**src/rtl/ndp_layer_sequencer.sv**
```systemverilog
// ndp_layer_sequencer
// Command-driven front end for the NDP core input stream. Accepts a job
// descriptor, forwards memory-side words into the core with tlast placed at
// the scratch-pad fill boundary, drives the per-layer core controls, and
// watches the core result stream to report job completion.
//
// Handshake semantics (all streams and the command port): a transfer happens
// on a rising clock edge where valid and ready are both high. A source holds
// its data stable while valid is high and ready is low. Valid never waits on
// ready. The forward path is a pure combinational pass-through in STREAM, so
// a stall on either side holds both sides and every counter.
module ndp_layer_sequencer #(
    parameter int SYS_WIDTH    = 16,
    parameter int WORDS_FIRST  = 2 * SYS_WIDTH + 2,
    parameter int WORDS_NEXT   = 2 * SYS_WIDTH,
    parameter int RESULT_WORDS = 128
) (
    input  logic        axi_aclk,
    input  logic        axi_aresetn,
    // job descriptor
    input  logic        cmd_valid,
    output logic        cmd_ready,
    input  logic [3:0]  cmd_layers,
    input  logic [15:0] cmd_chunks,
    input  logic [15:0] cmd_relu_mask,
    // memory-side source stream
    input  logic [31:0] src_tdata,
    input  logic        src_tvalid,
    output logic        src_tready,
    // stream into the core
    output logic [31:0] m_axis_tdata,
    output logic        m_axis_tvalid,
    output logic        m_axis_tlast,
    input  logic        m_axis_tready,
    // per-layer core controls
    output logic        is_relu_out,
    output logic        is_last_out,
    output logic        read_trigger_out,
    // tap of the core result stream
    input  logic        res_tvalid,
    input  logic        res_tready,
    input  logic        res_tlast,
    // status
    output logic        busy,
    output logic        done,
    output logic        err,
    output logic [3:0]  layer_idx
);

    typedef enum logic [2:0] {
        ST_IDLE        = 3'd0,
        ST_SETUP       = 3'd1,
        ST_LAUNCH      = 3'd2,
        ST_STREAM      = 3'd3,
        ST_WAIT_RESULT = 3'd4
    } state_t;

    localparam logic [5:0]  LAST_WORD_FIRST = 6'(WORDS_FIRST - 1);
    localparam logic [5:0]  LAST_WORD_NEXT  = 6'(WORDS_NEXT - 1);
    localparam logic [15:0] LAST_RESULT     = 16'(RESULT_WORDS - 1);

    state_t      state;
    logic [3:0]  layers_q;
    logic [15:0] chunks_q;
    logic [15:0] relu_mask_q;
    logic [5:0]  word_cnt;
    logic [15:0] chunk_cnt;
    logic [15:0] res_cnt;

    logic        streaming;
    logic [5:0]  word_last;
    logic        at_tlast;
    logic        fwd_hs;
    logic        res_hs;

    // Layer 0 chunks carry the activation pair on top of the weights.
    assign word_last = (layer_idx == 4'd0) ? LAST_WORD_FIRST : LAST_WORD_NEXT;
    assign at_tlast  = (word_cnt == word_last) && (chunk_cnt == chunks_q - 16'd1);
    assign streaming = (state == ST_STREAM);
    assign fwd_hs    = streaming && src_tvalid && m_axis_tready;
    assign res_hs    = res_tvalid && res_tready;

    // Zero-latency forward path; everything is held at 0 outside STREAM.
    assign m_axis_tdata  = streaming ? src_tdata : 32'd0;
    assign m_axis_tvalid = streaming && src_tvalid;
    assign m_axis_tlast  = streaming && at_tlast;
    assign src_tready    = streaming && m_axis_tready;
    assign cmd_ready     = (state == ST_IDLE);

    // Job sequencing FSM with all control and status outputs registered.
    always_ff @(posedge axi_aclk or negedge axi_aresetn) begin
        if (!axi_aresetn) begin
            state            <= ST_IDLE;
            layers_q         <= 4'd1;
            chunks_q         <= 16'd1;
            relu_mask_q      <= 16'd0;
            word_cnt         <= 6'd0;
            chunk_cnt        <= 16'd0;
            res_cnt          <= 16'd0;
            is_relu_out      <= 1'b0;
            is_last_out      <= 1'b0;
            read_trigger_out <= 1'b0;
            busy             <= 1'b0;
            done             <= 1'b0;
            err              <= 1'b0;
            layer_idx        <= 4'd0;
        end else begin
            done <= 1'b0;
            case (state)
                ST_IDLE: begin
                    if (cmd_valid) begin
                        layers_q    <= (cmd_layers == 4'd0) ? 4'd1 : cmd_layers;
                        chunks_q    <= (cmd_chunks == 16'd0) ? 16'd1 : cmd_chunks;
                        relu_mask_q <= cmd_relu_mask;
                        err         <= 1'b0;
                        layer_idx   <= 4'd0;
                        busy        <= 1'b1;
                        state       <= ST_SETUP;
                    end
                end
                ST_SETUP: begin
                    // Config settles one cycle ahead of the trigger edge.
                    is_relu_out <= relu_mask_q[layer_idx];
                    is_last_out <= (layer_idx == layers_q - 4'd1);
                    state       <= ST_LAUNCH;
                end
                ST_LAUNCH: begin
                    read_trigger_out <= ~read_trigger_out;
                    word_cnt         <= 6'd0;
                    chunk_cnt        <= 16'd0;
                    res_cnt          <= 16'd0;
                    state            <= ST_STREAM;
                end
                ST_STREAM: begin
                    if (fwd_hs) begin
                        if (word_cnt == word_last) begin
                            word_cnt  <= 6'd0;
                            chunk_cnt <= chunk_cnt + 16'd1;
                        end else begin
                            word_cnt <= word_cnt + 6'd1;
                        end
                        if (at_tlast) begin
                            if (is_last_out) begin
                                state <= ST_WAIT_RESULT;
                            end else begin
                                layer_idx <= layer_idx + 4'd1;
                                state     <= ST_SETUP;
                            end
                        end
                    end
                end
                ST_WAIT_RESULT: begin
                    if (res_hs) begin
                        res_cnt <= res_cnt + 16'd1;
                        if (res_tlast) begin
                            if (res_cnt != LAST_RESULT) begin
                                err <= 1'b1;
                            end
                            done      <= 1'b1;
                            busy      <= 1'b0;
                            layer_idx <= 4'd0;
                            state     <= ST_IDLE;
                        end
                    end
                end
                default: begin
                    state <= ST_IDLE;
                end
            endcase
        end
    end

endmodule

```
**config.mk**
```make
export PLATFORM = sky130hd
export DESIGN_NAME = ndp_layer_sequencer
export DESIGN_NICKNAME = d
export VERILOG_FILES = /design/src/rtl/ndp_layer_sequencer.sv
export SDC_FILE = /design/constraint.sdc
export NUM_CORES = 1
export LEC_CHECK = 0
export CAP_MARGIN = 20
export CELL_PAD_IN_SITES_DETAIL_PLACEMENT = 1
export CELL_PAD_IN_SITES_GLOBAL_PLACEMENT = 2
export CORE_MARGIN = 4
export CORE_UTILIZATION = 30
export CTS_CLUSTER_DIAMETER = 200
export DETAILED_ROUTE_END_ITERATION = 7
export HOLD_SLACK_MARGIN = 0.06
export MAX_ROUTING_LAYER = met4
export PLACE_DENSITY = 0.83
export SETUP_SLACK_MARGIN = 0.15
export SYNTH_ARGS = -nofsm -noshare
export SYNTH_HDL_FRONTEND = slang
export SYNTH_SLANG_ARGS = --single-unit
```
**constraint.sdc**
```tcl
create_clock -name axi_aclk -period 4.6 [get_ports axi_aclk]
set_clock_uncertainty 0.2 [all_clocks]
set_input_delay 0.69 -clock axi_aclk [delete_from_list [all_inputs] [get_ports axi_aclk]]
set_output_delay 0.69 -clock axi_aclk [all_outputs]
set_load 0.05 [all_outputs]
```
==> results by group <==
Timing
  • Slew @ Worst Pin: 0.8270 ns
  • Slew Limit Fails: 0
  • Hold slack: 0.2477 ns
  • Min Tclk post-route: 4.230 ns
  • RSZ-0062 raised after global routing: no
  • Final hold vios: 0
  • Slew HR: 44.87%
  • Final setup violation count: 0
  • Fmax: 0.2364 GHz
  • Setup TNS: 0 ns
  • Period utilisation layout: between 90% and 100%

Clock tree
  • Num Clock Sinks: 87
  • Post_cts resized: 0
  • Cts bufs inserted: 9
  • CTS tree: done
  • Clock slew at reported path FFs: 0.06 ns
  • Worst-case clock buffer depth: 2
  • H-tree levels: 3
  • Hold-fix buffers, CTS: 0
  • Clock Root Buffer: clkbuf_16
  • Clock latency on the worst-skew pair: around 0.34 ns
  • Setup bufs post-CTS: 0

Critical path
  • CP Class: flop to output pin
  • CP delay by family, top: simple AND/OR/NAND/NOR gates
  • Worst path bufs/invs: 2
  • Slowest stage delay, CP: 0.72 ns
  • Worst path cell trace: or4_1 > nor3_1 > or4b_2 > a2111o_1 > nor4b_4 > buf_4 > and2_2 > buf_4
  • Worst path most repeated cell: buf_4
  • CP Data Required Time: 3.71 ns
  • Critical path depth in cells: 8
  • Crit path launch type: flop
  • Crit path arrival time: around 3.3 ns
  • R2R depth: 8
  • CP max FO: 8
  • Crit. End Element: output pin
  • CP max stage cell: or4b_2

Synthesis
  • Avg Inst Size Synth: 8.798 sq um
  • Syn Std Cell Area: slightly above 5000 sq um
  • Top post-synthesis cells by area: dfrtp_1 42%, nand2_1 9.5%, xor2_1 5.4%
  • Synth Net Count: about 660
  • EDFF count, synth: 0
  • Count leader, synth: nand2_1
  • Primary FF master, synth: dfrtp_1
  • Yosys warnings: 0
  • Cell count after synthesis: ~570
  • Post-synth top cells: 128 x nand2_1, 85 x dfrtp_1, 41 x nor2_1
  • Fraction of registers with async set/reset: 100.0%
  • Cell taking the most area after synthesis: dfrtp_1
  • Top cell type's share of synthesized area: 42.27%
  • Unique masters post-synth: 57
  • Seq cells post-synth: 87
  • Register area share after synthesis: 43.31%

Finish
  • Fin nets: 767
  • Share of cells above drive strength 1: around 7.7%
  • Layout area overhead: 34.68%
  • N_diodes: 0

Drt
  • Via density: slightly below 5
  • First-pass DRT Iterations: 4
  • Drt wl/cell: 16.70 um
  • 1st-iter DRT viols: between 200 and 250
  • Final ANT Viol Nets: 0
  • Residual DRC: 0
  • Overall routed net length: between 15000 and 20000 um
  • DR vias: around 4.5k

Global routing
  • Grt ovf: 0
  • Initial antenna violation count: 0
  • Met3 Use GR: 2.082%
  • Vias in the first global route: just under 5k
  • Met1 usage: between 20 and 25%
  • First-pass GRT wire length: 24720 um
  • Busiest grt layer: met2
  • Largest net degree at the start of global routing: 63
  • Met2 track demand over resource: 27.14%
  • Total GRT Usage: 16.92%

Outcome
  • Status: completed

Placed design
  • Final Wtd Congestion: about 0.79
  • DP HPWL: 11470 um
  • I/O Buffers: about 120

Flow run
  • Max-cap violations: 0

Floorplan
  • Die area: ~19000 sq um
  • Top Ports: ~120
  • Initial core utilization: a little over 30%
  • Die Wd: 137.5 um
  • Die Height: roughly 140 um
  • Core Region: 16520 sq um
  • Cell row count: 47

Power and ir drop
  • VDD IR max: 194.2 uV
  • Total power: between 1.5 and 2 mW
  • Cell Pwr Density: 271.9 nW/um^2
  • Static Leakage: ~3.0 nW

Hold path
  • Hold Crit Class: input port to asynchronous set/reset pin
==> sequential cells by signal, summed over array words and instances (netlist names) <==
signal / count
busy: 1
chunk_cnt: 16
chunks_q: 16
done: 1
err: 1
is_last_out: 1
is_relu_out: 1
layer_idx: 4
layers_q: 4
read_trigger_out: 1
relu_mask_q: 16
res_cnt: 16
state: 3
word_cnt: 6
==> worst register-to-register path, stage by stage, from the launching register on <==
cell and delay, ns:
dfstp_2 0.56, or4_1 0.33, nor3_1 0.08, or4b_2 0.72
a2111o_1 0.44, nor4b_4 0.32, buf_4 0.20, o221a_2 0.19
o21ai_1 0.06
==> path summary, 6_finish.rpt <==
kind / endpoint / slack (ns) / from
min reg2reg: read_trigger_out / 0.27 / read_trigger_out
min in group axi_aclk: read_trigger_out / 0.27 / read_trigger_out
max in group asynchronous: layers_q[0] / 3.02 / axi_aresetn
min: read_trigger_out / 0.25 / axi_aresetn
max reg2reg: layer_idx[1] / 1.37 / chunks_q[0]
max: m_axis_tlast / 0.37 / chunks_q[0]
==> per-layer routing <==
layer  vias up  part of all wire [%]
met5         -                     0
met4         0                   1.4
met3        15                   2.0
met2        54                    49
met1      2231                    47
li1       2177                     -
==> stage by stage <==
step	instances	util (%)	instance area, sq um	setup slack (ns)
final	909	41.02	6778	0.3699
after global placement	893	38.99	6444	0.7732
after global routing	909	41.02	6778	0.1686
after CTS	909	40.96	6768	0.2994
after floorplan	572	-	5032	0.8393
after detailed placement	893	38.99	6444	0.6784
==> area by class of cell <==
| type | count | area (sq um) |
|---|---|---|
| clock buffer | 11 | 242.7 |
| multi-input combinational | 445 | 2688 |
| sequential | 87 | 2180 |
| fill | 1888 | 9747 |
| inverter | 12 | 45.04 |
| tap | 220 | 275.3 |
| clock inverter | 5 | 81.33 |
| timing repair buffer | 129 | 1266 |
==> where the power goes <==
group	internal, mW	total, mW	switching [mW]
Sequential	0.784	0.813	0.0288
Clock	0.491	0.804	0.313
Combinational	0.108	0.226	0.118
==> layout by cell type, fill, tap and decap left out, drive strengths merged, types with 3 or more instances in the layout <==
master / count
nand4: 12
clkdlybuf4s50: 119
and2: 37
and3: 13
buf: 10
or2: 3
inv: 12
mux4: 5
nand3: 14
and4: 4
nor3b: 3
or4b: 3
ha: 7
a21oi: 20
or3: 10
xnor2: 20
nand2b: 3
nand2: 128
xor2: 31
dfrtp: 85
nor2: 41
nor4: 9
clkbuf: 11
nor3: 19
o211ai: 4
o21ai: 25
or4: 6
==> kinds of logic (layout without fill, tap and decap cells) <==
family                     after synthesis  after routing  synth area share (%)
and+or+nand+nor                        312            312                 31.40
DFF                                     87             87                 43.31
AOI/OAI and AO/OA                       66             66                 8.056
xor gates and xnor gates                51             51                 8.876
buffers and inverters                   40            157                 3.530
muxes                                    9              9                 3.083
adders and majority gates                7              7                 1.740
Power figures use the tool's default switching activity.
